$ cat src/rtl/threshold_mask_stats.sv
// rtl/threshold_mask_stats.sv - N-channel window threshold, AND-combined mask and per-frame count
//
// Purpose:
//   Tests each pixel channel against its own (lower, upper] window with optional
//   inversion, ANDs the channel results into one mask bit (latency 2), and counts
//   masked pixels per frame. Bounds are double-buffered (shadow -> active) and the
//   copy happens only on a frame-end pixel.
//
// Ports:
//   clk_in, rst_in              clock, synchronous active-high reset
//   valid_in, pixel_in          pixel stream (channel c at [c*WIDTH +: WIDTH])
//   frame_end_in                marks the last pixel of a frame (with valid_in)
//   cfg_we_in, cfg_chan_in      shadow bound write enable and target channel
//   cfg_lower_in, cfg_upper_in  shadow window (lower exclusive, upper inclusive)
//   cfg_invert_in               shadow invert flag
//   cfg_commit_in               request shadow->active copy at the next frame end
//   valid_out, mask_out         mask result and its qualifier
//   chan_mask_out               per-channel results after inversion
//   frame_end_out               frame end aligned with valid_out
//   count_out, count_valid_out  masked-pixel count of the last frame and update pulse
//   cfg_pending_out             commit requested but not yet applied

module threshold_mask_stats #(
  parameter int CHANNELS    = 2,
  parameter int WIDTH       = 8,
  parameter int COUNT_WIDTH = 20,
  localparam int CHAN_W     = (CHANNELS > 1) ? $clog2(CHANNELS) : 1
) (
  input  logic                      clk_in,
  input  logic                      rst_in,
  input  logic                      valid_in,
  input  logic [CHANNELS*WIDTH-1:0] pixel_in,
  input  logic                      frame_end_in,
  input  logic                      cfg_we_in,
  input  logic [CHAN_W-1:0]         cfg_chan_in,
  input  logic [WIDTH-1:0]          cfg_lower_in,
  input  logic [WIDTH-1:0]          cfg_upper_in,
  input  logic                      cfg_invert_in,
  input  logic                      cfg_commit_in,
  output logic                      valid_out,
  output logic                      mask_out,
  output logic [CHANNELS-1:0]       chan_mask_out,
  output logic                      frame_end_out,
  output logic [COUNT_WIDTH-1:0]    count_out,
  output logic                      count_valid_out,
  output logic                      cfg_pending_out
);

  logic [CHANNELS-1:0][WIDTH-1:0] act_lower;
  logic [CHANNELS-1:0][WIDTH-1:0] act_upper;
  logic [CHANNELS-1:0]            act_invert;
  logic [CHANNELS-1:0][WIDTH-1:0] sh_lower;
  logic [CHANNELS-1:0][WIDTH-1:0] sh_upper;
  logic [CHANNELS-1:0]            sh_invert;

  logic [CHANNELS-1:0]    chan_now;
  logic                   apply;
  logic                   we_ok;

  logic                   s1_valid;
  logic                   s1_fe;
  logic [CHANNELS-1:0]    s1_chan;
  logic [COUNT_WIDTH-1:0] acc;

  function automatic logic [COUNT_WIDTH-1:0] sat_inc(input logic [COUNT_WIDTH-1:0] a,
                                                     input logic inc);
    if (inc && !(&a)) begin
      return a + COUNT_WIDTH'(1);
    end
    return a;
  endfunction

  // Window test against the active bounds. An empty window (lower >= upper)
  // never hits, so the channel result reduces to the invert flag.
  always_comb begin
    chan_now = '0;
    for (int c = 0; c < CHANNELS; c++) begin
      chan_now[c] = ((pixel_in[c*WIDTH +: WIDTH] > act_lower[c]) &&
                     (pixel_in[c*WIDTH +: WIDTH] <= act_upper[c])) ^ act_invert[c];
    end
  end

  // A commit arriving together with the frame-end pixel applies immediately.
  assign apply = valid_in && frame_end_in && (cfg_pending_out || cfg_commit_in);
  assign we_ok = cfg_we_in && (32'(cfg_chan_in) < 32'(CHANNELS));

  // Active copy takes the shadow value from before this cycle's write, so a
  // write in the apply cycle waits for a later commit.
  always_ff @(posedge clk_in) begin
    if (rst_in) begin
      act_lower       <= '0;
      act_upper       <= '1;
      act_invert      <= '0;
      sh_lower        <= '0;
      sh_upper        <= '1;
      sh_invert       <= '0;
      cfg_pending_out <= 1'b0;
    end else begin
      if (apply) begin
        act_lower  <= sh_lower;
        act_upper  <= sh_upper;
        act_invert <= sh_invert;
      end
      if (we_ok) begin
        sh_lower[cfg_chan_in]  <= cfg_lower_in;
        sh_upper[cfg_chan_in]  <= cfg_upper_in;
        sh_invert[cfg_chan_in] <= cfg_invert_in;
      end
      if (apply) begin
        cfg_pending_out <= 1'b0;
      end else if (cfg_commit_in) begin
        cfg_pending_out <= 1'b1;
      end
    end
  end

  // Two-stage pipeline; data registers load only on valid so outputs hold
  // through bubbles, while the frame-end flag is qualified to pulse once.
  always_ff @(posedge clk_in) begin
    if (rst_in) begin
      s1_valid      <= 1'b0;
      s1_fe         <= 1'b0;
      s1_chan       <= '0;
      valid_out     <= 1'b0;
      mask_out      <= 1'b0;
      chan_mask_out <= '0;
      frame_end_out <= 1'b0;
    end else begin
      s1_valid      <= valid_in;
      s1_fe         <= valid_in && frame_end_in;
      if (valid_in) begin
        s1_chan <= chan_now;
      end
      valid_out     <= s1_valid;
      frame_end_out <= s1_valid && s1_fe;
      if (s1_valid) begin
        chan_mask_out <= s1_chan;
        mask_out      <= &s1_chan;
      end
    end
  end

  // The accumulator works from stage-1 values (identical to the mask about to
  // be presented) so count_valid_out lines up with frame_end_out.
  always_ff @(posedge clk_in) begin
    if (rst_in) begin
      acc             <= '0;
      count_out       <= '0;
      count_valid_out <= 1'b0;
    end else begin
      count_valid_out <= 1'b0;
      if (s1_valid && s1_fe) begin
        count_out       <= sat_inc(acc, &s1_chan);
        count_valid_out <= 1'b1;
        acc             <= '0;
      end else if (s1_valid && (&s1_chan)) begin
        acc <= sat_inc(acc, 1'b1);
      end
    end
  end

endmodule

$ cat config.mk
export PLATFORM = sky130hd
export DESIGN_NAME = threshold_mask_stats
export DESIGN_NICKNAME = d
export VERILOG_FILES = /design/src/rtl/threshold_mask_stats.sv
export SDC_FILE = /design/constraint.sdc
export NUM_CORES = 1
export LEC_CHECK = 0
export CORE_MARGIN = 2
export CORE_UTILIZATION = 25
export DETAILED_ROUTE_END_ITERATION = 12
export MAX_ROUTING_LAYER = met4
export PLACE_DENSITY = 0.41
export SLEW_MARGIN = 25
export SYNTH_ARGS = -nofsm -noshare
export SYNTH_HDL_FRONTEND = slang
export SYNTH_SLANG_ARGS = --single-unit
export TNS_END_PERCENT = 100
$ cat constraint.sdc
create_clock -name clk_in -period 2.2 [get_ports clk_in]
set_input_delay 0.55 -clock clk_in [delete_from_list [all_inputs] [get_ports clk_in]]
set_output_delay 0.55 -clock clk_in [all_outputs]
set_load 0.005 [all_outputs]
== Word level (Yosys, flattened, before mapping) ==
Cells that the tools add are included.
Word-level totals
  bits in registers: 119
  latch bits: 0
  bits in writable memories: 0
  bits in read-only memories: 0
  input bits: 40
  output and inout port bits: 27
  word-level logic and storage cells: 63
  memories: 0
Cells by class
  add/subtract/negate cells: 1
  multiply operators: 0
  div/mod/pow operators: 0
  $lt $le $gt $ge: 6
  equality and inequality tests: 0
  shifts and indexed selects: 0
  multiplexer cells: 18
  bitwise operators: 2
  reduce and logical (&&, ||, !) cells: 15
Operators with widths (number)
  $mux 20: 3
  $bwmux 16: 2
  $add 20x1->20 const B: 1
  $reduce_and 20->1: 1
  $gt 8x8->1: 2
  $le 8x8->1: 2
  $mux 1: 9
  $demux 8 s1: 1
  $logic_and 1x1->1: 8
  $mux 8: 1
  $reduce_and 2->1: 2
  $reduce_or 2->1: 2
  $bwmux 2: 1
  $lt 1x2->1 const B: 1
  $xor 1x1->1: 2
  $demux 1 s1: 1
  $ge 1x1->1 const B: 1
  $logic_not 1->1: 1
  $logic_or 1x1->1: 1

== Logic depth before layout (Yosys ltp) ==
Gate-level depths: netlist of run 1.
  depth in word-level cells: 7
  gate-level depth with buffers: 8
  depth with buffers taken out: 8

== Worst setup path after synthesis of run 1 ==
OpenSTA, ideal clock, no wires.
  path kind: register to register
  from: register acc[0]
  to: register count_out[6]
  setup time: 0.126 ns
  arrival: 1.862 ns
  data required time: 2.074 ns
  slack: 0.213 ns
  cell stages (with the launch flop): 9
  path buffers: 1
  clock period less this slack: 1.987 ns
  cells stage by stage: dfxtp_1 -> ha_1 -> nand3_4 -> nor4_4 -> a21oi_4 -> buf_6 -> nand2_1 -> xor2_1 -> o21ai_1
Between the ends
  longest elaborated chain between the ends: 7
  elaborated cells on any way between the ends: 9
  classes of those cells: 1 x add/sub; 5 x mux; 3 x reduce/logical
RTL lines
  start: declaration: line 63  | logic [COUNT_WIDTH-1:0] acc;
  start signal: assignment: line 157  | acc <= sat_inc(acc, 1'b1);
  branches (longest 6 deep; another with $add 20x1->20)
  $mux 20 (*): line 70  | return a;
  end signal: assignment: line 153  | count_out <= sat_inc(acc, &s1_chan);
  end: declaration: line 44  | output logic [COUNT_WIDTH-1:0] count_out,
Mark *: on every way between the ends. The select of a mux whose other input is x is not followed.
A chain may end at the register's enable or synchronous reset.

== Worst setup path after layout of run 1 ==
  from: input port pixel_in[9]
  to: register s1_chan[1]
Between the ends
  longest elaborated chain between the ends: 3
  elaborated cells on any way between the ends: 4
  classes of those cells: 2 x order compare; 1 x bitwise; 1 x reduce/logical
RTL lines
  start: declaration: line 32  | input logic [CHANNELS*WIDTH-1:0] pixel_in,
  $gt 8x8->1 or $le 8x8->1 (tied branches): line 78, 79
  $logic_and 1x1->1 (*): line 78  | chan_now[c] = ((pixel_in[c*WIDTH +: WIDTH] > act_lower[c]) &&
  $xor 1x1->1 (*): line 79  | (pixel_in[c*WIDTH +: WIDTH] <= act_upper[c])) ^ act_invert[c];
  end signal: assignment: line 132  | s1_chan <= chan_now;
  end: declaration: line 62  | logic [CHANNELS-1:0] s1_chan;
Mark *: on every way between the ends. The rest lies on a longest branch, timed or not.

==> results_tabular.tex, run 1 <==
\begin{tabular}{lr}
\hline
Metric & Value \\
\hline
\multicolumn{2}{l}{\textbf{Critical path}} \\
\quad Data required time of the worst path & 2.50 ns \\
\quad Max FO, Critical Path & 2 \\
\quad Cell-by-cell trace of the critical path & clkdlybuf4s50\_1 > ha\_1 > nor2b\_1 > o211ai\_1 > a21oi\_1 > o22a\_1 > o21a\_1 > o31a\_1 \\
\quad Critical path class & primary input to register \\
\quad Arrival time of data at the critical path endpoint & 2.30 ns \\
\quad Highest-delay cell along the critical path & sky130\_fd\_sc\_hd\_\_clkdlybuf4s50\_1 \\
\quad Crit path capture type & register \\
\quad Delay-heaviest family, CP & compound AO/OA/AOI/OAI gates \\
\quad Buffers \& Inverters on Critical Path & 1 \\
\quad CP max stage delay & 0.45 ns \\
\quad Nature of the critical path startpoint & primary input \\
\multicolumn{2}{l}{\textbf{STA}} \\
\quad WHS & 0.443 ns \\
\quad Max Fclk & 0.501 GHz \\
\quad Unrepaired setup endpoints after global routing & false \\
\quad Final number of hold-violating endpoints & 0 \\
\quad Shortest clock period the worst path allows after layout & 2.00 ns \\
\quad Accumulated negative setup slack & 0 ns \\
\quad Post-route clock period utilization & 90.7\% \\
\quad Max-slew headroom at the worst pin & 59.1\% \\
\quad Tightest Pin Transition & 0.612 ns \\
\quad Slew Limit Fails & 0 \\
\quad Number of failing setup endpoints in the final timing report & 0 \\
\quad Clock Skews & 0.0111 ns \\
\multicolumn{2}{l}{\textbf{Synthesis}} \\
\quad Number of storage elements in the synthesis netlist & 118 \\
\quad Ranking of synthesized cells by area & sky130\_fd\_sc\_hd\_\_dfxtp\_1 43\%, sky130\_fd\_sc\_hd\_\_nand2\_1 12\%, sky130\_fd\_sc\_hd\_\_ha\_1 7.6\% \\
\quad Synthesized instance count & 666 \\
\quad Number of enable-type register cells in the synthesized netlist & 0 \\
\quad Sequential fraction of the synthesis area & 43.4\% \\
\quad Share of the synthesized area in the top cell type & 43.4\% \\
\quad Most frequent cell after synthesis & sky130\_fd\_sc\_hd\_\_nand2\_1 \\
\quad Post-Syn Area per Cell & 8.17 µm² \\
\quad Dominant cell type by area after synthesis & sky130\_fd\_sc\_hd\_\_dfxtp\_1 \\
\quad Netlist cell types & 42 \\
\quad Ys async rst share & 0\% \\
\quad Synth warnings & 0 \\
\quad Mapped cell area & 5440 µm² \\
\quad Primary flip-flop cell chosen by synthesis mapping & sky130\_fd\_sc\_hd\_\_dfxtp\_1 \\
\quad Post-Syn Nets & 739 \\
\quad Most frequent cells after synthesis & 180 x sky130\_fd\_sc\_hd\_\_nand2\_1, 118 x sky130\_fd\_sc\_hd\_\_dfxtp\_1, 58 x sky130\_fd\_sc\_hd\_\_a21oi\_1, 33 x sky130\_fd\_sc\_hd\_\_ha\_1, 33 x sky130\_fd\_sc\_hd\_\_inv\_1 \\
\multicolumn{2}{l}{\textbf{Routing}} \\
\quad DR iter-0 viols & 194 \\
\quad Routed WL per cell & 13.7 µm \\
\quad First-pass DRT Iterations & 4 \\
\quad DRC Markers & 0 \\
\quad Detail-routed via count per cell & 4.49 \\
\quad Number of vias after detailed routing & 4630 \\
\quad Routed Antenna Nets & 0 \\
\quad Final wirelength & 14100 µm \\
\multicolumn{2}{l}{\textbf{Floorplanning}} \\
\quad Core ar. & 21200 µm² \\
\quad Number of cell rows & 53 \\
\quad Height of the die & 152 µm \\
\quad Initial Utilization & 25.7\% \\
\quad Die area & 23000 µm² \\
\quad Horizontal die dimension & 152 µm \\
\quad Ports placed on the boundary & 67 \\
\multicolumn{2}{l}{\textbf{Placed design}} \\
\quad Global placer's final weighted congestion & 0.838 \\
\quad Cell count after placement & 999 \\
\quad Number of port buffers & 66 \\
\quad Final HPWL DP & 10500 µm \\
\multicolumn{2}{l}{\textbf{CTS}} \\
\quad Register clock-pin slew on the reported worst setup and hold paths & 0.06 ns \\
\quad Root Buffer & sky130\_fd\_sc\_hd\_\_clkbuf\_16 \\
\quad Inserted Clock Buffers & 17 \\
\quad Worst-skew pair later-pin latency & 0.42 ns \\
\quad CTS H-Tree Depth & 4 \\
\quad TritonCTS sink count & 118 \\
\quad Post-cts repair resize count & 0 \\
\quad Max Root-Sink Buffers & 2 \\
\quad CTS tree & built \\
\quad Hold Buf Count CTS & 0 \\
\quad Setup bufs post-CTS & 0 \\
\multicolumn{2}{l}{\textbf{Job}} \\
\quad Maximum capacitance violations & 0 \\
\multicolumn{2}{l}{\textbf{Global route}} \\
\quad Largest net degree at the start of global routing & 43 \\
\quad Initial antenna violation count & 1 \\
\quad Wire length of the first global-routing pass & 23200 µm \\
\quad Vias in the first global route & 4737 \\
\quad Remaining global-route overflow & 0 \\
\quad Global Route Usage Sum & 13.6\% \\
\multicolumn{2}{l}{\textbf{Final layout}} \\
\quad Number of nets in the layout & 816 \\
\quad Number of standard cells in the final layout excluding fillers & 1032 \\
\quad Syn-to-layout area delta & 32.6\% \\
\quad Fillers & 2243 \\
\quad Share of the core filled with cells in the final layout & 34.0\% \\
\quad Share of post-route cells with drive strength above 1 & 9.92\% \\
\multicolumn{2}{l}{\textbf{Power and ir drop}} \\
\quad Leakage & 0.00287 µW \\
\quad Maximum vdd drop & 493 µV \\
\quad Power density relative to cell area & 808 nW/µm² \\
\multicolumn{2}{l}{\textbf{Min path}} \\
\quad Path category of the worst min-delay check & register to register \\
\multicolumn{2}{l}{\textbf{Status}} \\
\quad Result of the run & complete, no violations \\
\hline
\end{tabular}
==> kinds of logic (layout without fill, tap and decap cells) <==
group,count (synthesis),after routing,synth area share [%]
other cells,0,1,0
simple gates,309,309,27.5
xor+xnor,31,31,4.99
buf+inv,70,160,5.36
fa+ha+maj,33,33,7.58
compound gates,101,101,10.4
flops,118,118,43.4
mux,4,4,0.735
==> tightest hold or removal path: cells and delay by family, from the launching register on <==
family | cells | cell delay, ns
flip-flops | 1 | 0.30
AO/OA/AOI/OAI | 1 | 0.05
AND/OR/NAND/NOR | 1 | 0.05
==> layer usage <==
layer / GRT usage, % / vias up / part of all wire (%)
met5: - / - / 0
met4: 5.14 / 0 / 1.8
met3: 3.86 / 17 / 3.2
met2: 22.7 / 69 / 49
met1: 15.4 / 2169 / 46
li1: - / 2375 / -
==> registers in the layout, indices dropped and copies added, names as in the netlist <==
| register | cells |
|---|---|
| acc | 20 |
| count_out | 20 |
| act_lower | 16 |
| act_upper | 16 |
| sh_lower | 16 |
| sh_upper | 16 |
| act_invert | 2 |
| chan_mask_out | 2 |
| s1_chan | 2 |
| sh_invert | 2 |
| cfg_pending_out | 1 |
| frame_end_out | 1 |
| mask_out | 1 |
| s1_fe | 1 |
| s1_valid | 1 |
| valid_out | 1 |
==> final timing paths <==
path	from	end	slack, ns	cells after the start
worst max-delay path	pixel_in[9]	s1_chan[1]	0.20	8
worst min-delay path	count_out[9]	count_out[9]	0.44	2
worst max register to register	acc[0]	count_out[16]	0.22	8
worst min register to register	count_out[9]	count_out[9]	0.44	2
==> area by class of cell <==
class | instances | area [µm²] | share of cell area (%)
Antenna cell | 1 | 2.50 | 0.0347
Clock buffer | 19 | 443 | 6.14
Clock inverter | 13 | 228 | 3.15
Inverter | 33 | 124 | 1.72
Multi-Input combinational cell | 478 | 2790 | 38.7
Sequential cell | 118 | 2360 | 32.7
Tap cell | 275 | 344 | 4.77
Timing Repair Buffer | 95 | 923 | 12.8
==> power breakdown <==
| part | switching, µW | internal [µW] | total [µW] |
|---|---|---|---|
| sequential | 39.5 | 2210 | 2240 |
| clock | 1000 | 2150 | 3150 |
| combinational | 234 | 206 | 440 |
==> stage by stage <==
step	instance area [µm²]	setup WS (ns)	power (µW)
after floorplan	5440	0.213	2530
after global routing	7220	0.0594	6100
after CTS	7220	0.200	5910
after detailed placement	6550	-0.205	2740
after global placement	6550	-0.214	2720
final	7220	0.204	5830
==> layout by cell type, fill, tap and decap left out, types with 7 or more instances in the layout <==
cell type	synthesis	routed
sky130_fd_sc_hd__a21oi_1	58	58
sky130_fd_sc_hd__buf_4	3	25
sky130_fd_sc_hd__clkbuf_16	0	17
sky130_fd_sc_hd__clkdlybuf4s50_1	0	65
sky130_fd_sc_hd__dfxtp_1	118	118
sky130_fd_sc_hd__ha_1	33	33
sky130_fd_sc_hd__inv_1	33	33
sky130_fd_sc_hd__nand2_1	180	180
sky130_fd_sc_hd__nand3_1	8	8
sky130_fd_sc_hd__nand3b_1	32	32
sky130_fd_sc_hd__nand4_1	20	20
sky130_fd_sc_hd__nor2_1	32	31
sky130_fd_sc_hd__nor2b_1	7	7
sky130_fd_sc_hd__o21ai_0	18	18
sky130_fd_sc_hd__o21ai_1	8	8
sky130_fd_sc_hd__xor2_1	27	27
No activity file was read; power rests on OpenSTA's default activity.
==> run 2, diff against run 1 <==
--- a/config.mk
+++ b/config.mk
@@ -5,7 +5,6 @@
 export SDC_FILE = /design/constraint.sdc
 export NUM_CORES = 1
 export LEC_CHECK = 0
-export CORE_MARGIN = 2
 export CORE_UTILIZATION = 25
 export DETAILED_ROUTE_END_ITERATION = 12
 export MAX_ROUTING_LAYER = met4
==> run 2 against run 1 <==
Net effect:
- clock-buffer cell count rose by 2
- highest routed layer unchanged
- sequential cell count unchanged
- sequential share of layout area is 0.36 points higher
- final cell count about the same
- power is 5.1% lower
- die area shrank 2.6%
- wire length decreased by 2.5%
- core utilization fell by 0.26 points
- clock power decreased by 9.2%
- critical path type unchanged
- largest power group unchanged
- register-to-register slack is essentially flat
- hold slack gained 0.0014 ns
==> results_tabular.tex, run 2 (synthesis gave the netlist of run 1 again) <==
\begin{tabular}{lr}
\hline
Metric & Value \\
\hline
\multicolumn{2}{l}{\textbf{Status}} \\
\quad Result of the run & complete, no violations \\
\multicolumn{2}{l}{\textbf{Floorplanning}} \\
\quad Height of the die & 150 µm (-1.3\%) \\
\quad Ports placed on the boundary & 67 (unchanged) \\
\quad Core ar. & 21200 µm² (-0.31\%) \\
\quad Number of cell rows & 53 (unchanged) \\
\quad Initial Utilization & 25.7\% (+0.080 points) \\
\quad Horizontal die dimension & 150 µm (-1.3\%) \\
\quad Die area & 22400 µm² (-2.6\%) \\
\multicolumn{2}{l}{\textbf{STA}} \\
\quad Shortest clock period the worst path allows after layout & 1.99 ns (-0.00143 ns) \\
\quad Max-slew headroom at the worst pin & 59.6\% (+0.51 points) \\
\quad Number of failing setup endpoints in the final timing report & 0 (unchanged) \\
\quad Post-route clock period utilization & 90.7\% (about the same) \\
\quad Max Fclk & 0.501 GHz (about the same) \\
\quad Final number of hold-violating endpoints & 0 (unchanged) \\
\quad WHS & 0.444 ns (+0.00145 ns) \\
\quad Tightest Pin Transition & 0.605 ns (-0.00689 ns) \\
\quad Clock Skews & 0.00957 ns (-0.00157 ns) \\
\quad Unrepaired setup endpoints after global routing & false \\
\quad Slew Limit Fails & 0 (unchanged) \\
\multicolumn{2}{l}{\textbf{Global route}} \\
\quad Vias in the first global route & 4690 (-0.99\%) \\
\quad Largest net degree at the start of global routing & 45 (+4.7\%) \\
\quad Global Route Usage Sum & 13.8\% (+0.24 points) \\
\quad Remaining global-route overflow & 0 (unchanged) \\
\quad Initial antenna violation count & 0 (-1) \\
\quad Wire length of the first global-routing pass & 23200 µm (-0.24\%) \\
\multicolumn{2}{l}{\textbf{Critical path}} \\
\quad Arrival time of data at the critical path endpoint & 2.30 ns (about the same) \\
\quad Flop-to-flop setup slack & 0.21 ns (about the same) \\
\quad Crit path capture type & register \\
\quad Max FO, Critical Path & 2 (unchanged) \\
\quad Nature of the critical path startpoint & primary input \\
\quad Critical path class & primary input to register \\
\quad Data required time of the worst path & 2.50 ns (about the same) \\
\multicolumn{2}{l}{\textbf{Routing}} \\
\quad Number of vias after detailed routing & 4620 (-0.22\%) \\
\quad Routed WL per cell & 13.4 µm (-2.4\%) \\
\quad Detail-routed via count per cell & 4.48 (-0.12\%) \\
\quad Routed Antenna Nets & 0 (unchanged) \\
\quad First-pass DRT Iterations & 5 (+1) \\
\quad DR iter-0 viols & 231 (+19\%) \\
\quad Final wirelength & 13800 µm (-2.5\%) \\
\quad DRC Markers & 0 (unchanged) \\
\multicolumn{2}{l}{\textbf{Final layout}} \\
\quad Share of post-route cells with drive strength above 1 & 9.79\% (-0.13 points) \\
\quad Share of the core filled with cells in the final layout & 33.8\% (-0.26 points) \\
\quad Registers with the most flip-flops & acc x20, count\_out x20 \\
\quad Number of standard cells in the final layout excluding fillers & 1031 (-0.097\%) \\
\quad Number of nets in the layout & 816 (unchanged) \\
\quad Syn-to-layout area delta & 31.2\% \\
\quad Highest-count cells in the layout ignoring fill and taps & 180 x sky130\_fd\_sc\_hd\_\_nand2\_1, 118 x sky130\_fd\_sc\_hd\_\_dfxtp\_1, 65 x sky130\_fd\_sc\_hd\_\_clkdlybuf4s50\_1 \\
\quad Inserted Diodes & 0 (-1) \\
\quad Most common cell after layout, fill and taps aside & sky130\_fd\_sc\_hd\_\_nand2\_1 \\
\multicolumn{2}{l}{\textbf{CTS}} \\
\quad Max Root-Sink Buffers & 2 (unchanged) \\
\quad Worst-skew pair later-pin latency & 0.42 ns (about the same) \\
\quad CTS H-Tree Depth & 4 (unchanged) \\
\quad Setup bufs post-CTS & 0 (unchanged) \\
\quad Inserted Clock Buffers & 17 (unchanged) \\
\quad TritonCTS sink count & 118 (unchanged) \\
\quad Register clock-pin slew on the reported worst setup and hold paths & 0.06 ns (about the same) \\
\quad Root Buffer & sky130\_fd\_sc\_hd\_\_clkbuf\_16 \\
\quad CTS tree & built \\
\quad Post-cts repair resize count & 0 (unchanged) \\
\quad Hold Buf Count CTS & 0 (unchanged) \\
\multicolumn{2}{l}{\textbf{Power and ir drop}} \\
\quad Leakage & 0.00283 µW (-1.4\%) \\
\quad Maximum vdd drop & 416 µV (-16\%) \\
\quad Power density relative to cell area & 775 nW/µm² (-4.1\%) \\
\multicolumn{2}{l}{\textbf{Placed design}} \\
\quad Final HPWL DP & 10200 µm (-2.6\%) \\
\quad Global placer's final weighted congestion & 0.795 (-5.1\%) \\
\quad Number of port buffers & 66 (unchanged) \\
\quad Cell count after placement & 999 (unchanged) \\
\multicolumn{2}{l}{\textbf{Min path}} \\
\quad Path category of the worst min-delay check & register to register \\
\multicolumn{2}{l}{\textbf{Job}} \\
\quad Maximum capacitance violations & 0 (unchanged) \\
\hline
\end{tabular}
[run 2: layout make-up]
cell class	count	area, µm²
fill	2226	14000
multi-input combinational	478	2790
sequential	118	2360
timing repair buffer	95	911
clock buffer	21	460
tap	275	344
clock inverter	11	148
inverter	33	124
[run 2: through the flow]
step	TNS (ns)	worst slack (ns)	instance area, µm²	total power, µW
after global placement	-0.401	-0.208	6530	2720
after global routing	0	0.0444	7140	5780
after floorplan	0	0.213	5440	2530
final	0	0.205	7140	5540
after CTS	0	0.192	7140	5630
after detailed placement	-0.412	-0.223	6530	2730
[run 2: path summary, 6_finish.rpt]
check / startpoint / endpoint / depth (start not counted)
min: count_out[12] / count_out[12] / 2
max: pixel_in[9] / s1_chan[1] / 8
min reg2reg: count_out[12] / count_out[12] / 2
max reg2reg: acc[16] / count_out[19] / 6
[run 2: layer usage]
metal	global-route usage, %	share of wire [%]
met5	-	0
met4	4.69	1.3
met3	3.72	3.0
met2	22.7	48
met1	16.1	47
[run 2: worst max-delay path, cell delays in order]
cell and delay [ns]:
sky130_fd_sc_hd__clkdlybuf4s50_1 0.45, sky130_fd_sc_hd__ha_1 0.32, sky130_fd_sc_hd__nor2b_1 0.13, sky130_fd_sc_hd__o211ai_1 0.15, sky130_fd_sc_hd__a21oi_1 0.09, sky130_fd_sc_hd__o22a_1 0.18
sky130_fd_sc_hd__o21a_1 0.18, sky130_fd_sc_hd__o31a_1 0.26
[run 2: report_power, final]
| part | internal (µW) | switching [µW] |
|---|---|---|
| registers | 2200 | 39.5 |
| logic | 202 | 233 |
| clock network | 1840 | 1010 |
| total | 4250 | 1290 |
==> run 3, diff against run 2 <==
--- a/config.mk
+++ b/config.mk
@@ -5,6 +5,7 @@
 export SDC_FILE = /design/constraint.sdc
 export NUM_CORES = 1
 export LEC_CHECK = 0
+export ABC_CLOCK_PERIOD_IN_PS = 2200
 export CORE_UTILIZATION = 25
 export DETAILED_ROUTE_END_ITERATION = 12
 export MAX_ROUTING_LAYER = met4
==> results of run 3 <==
The final DEF is identical to that of run 2; final timing and power are the same.
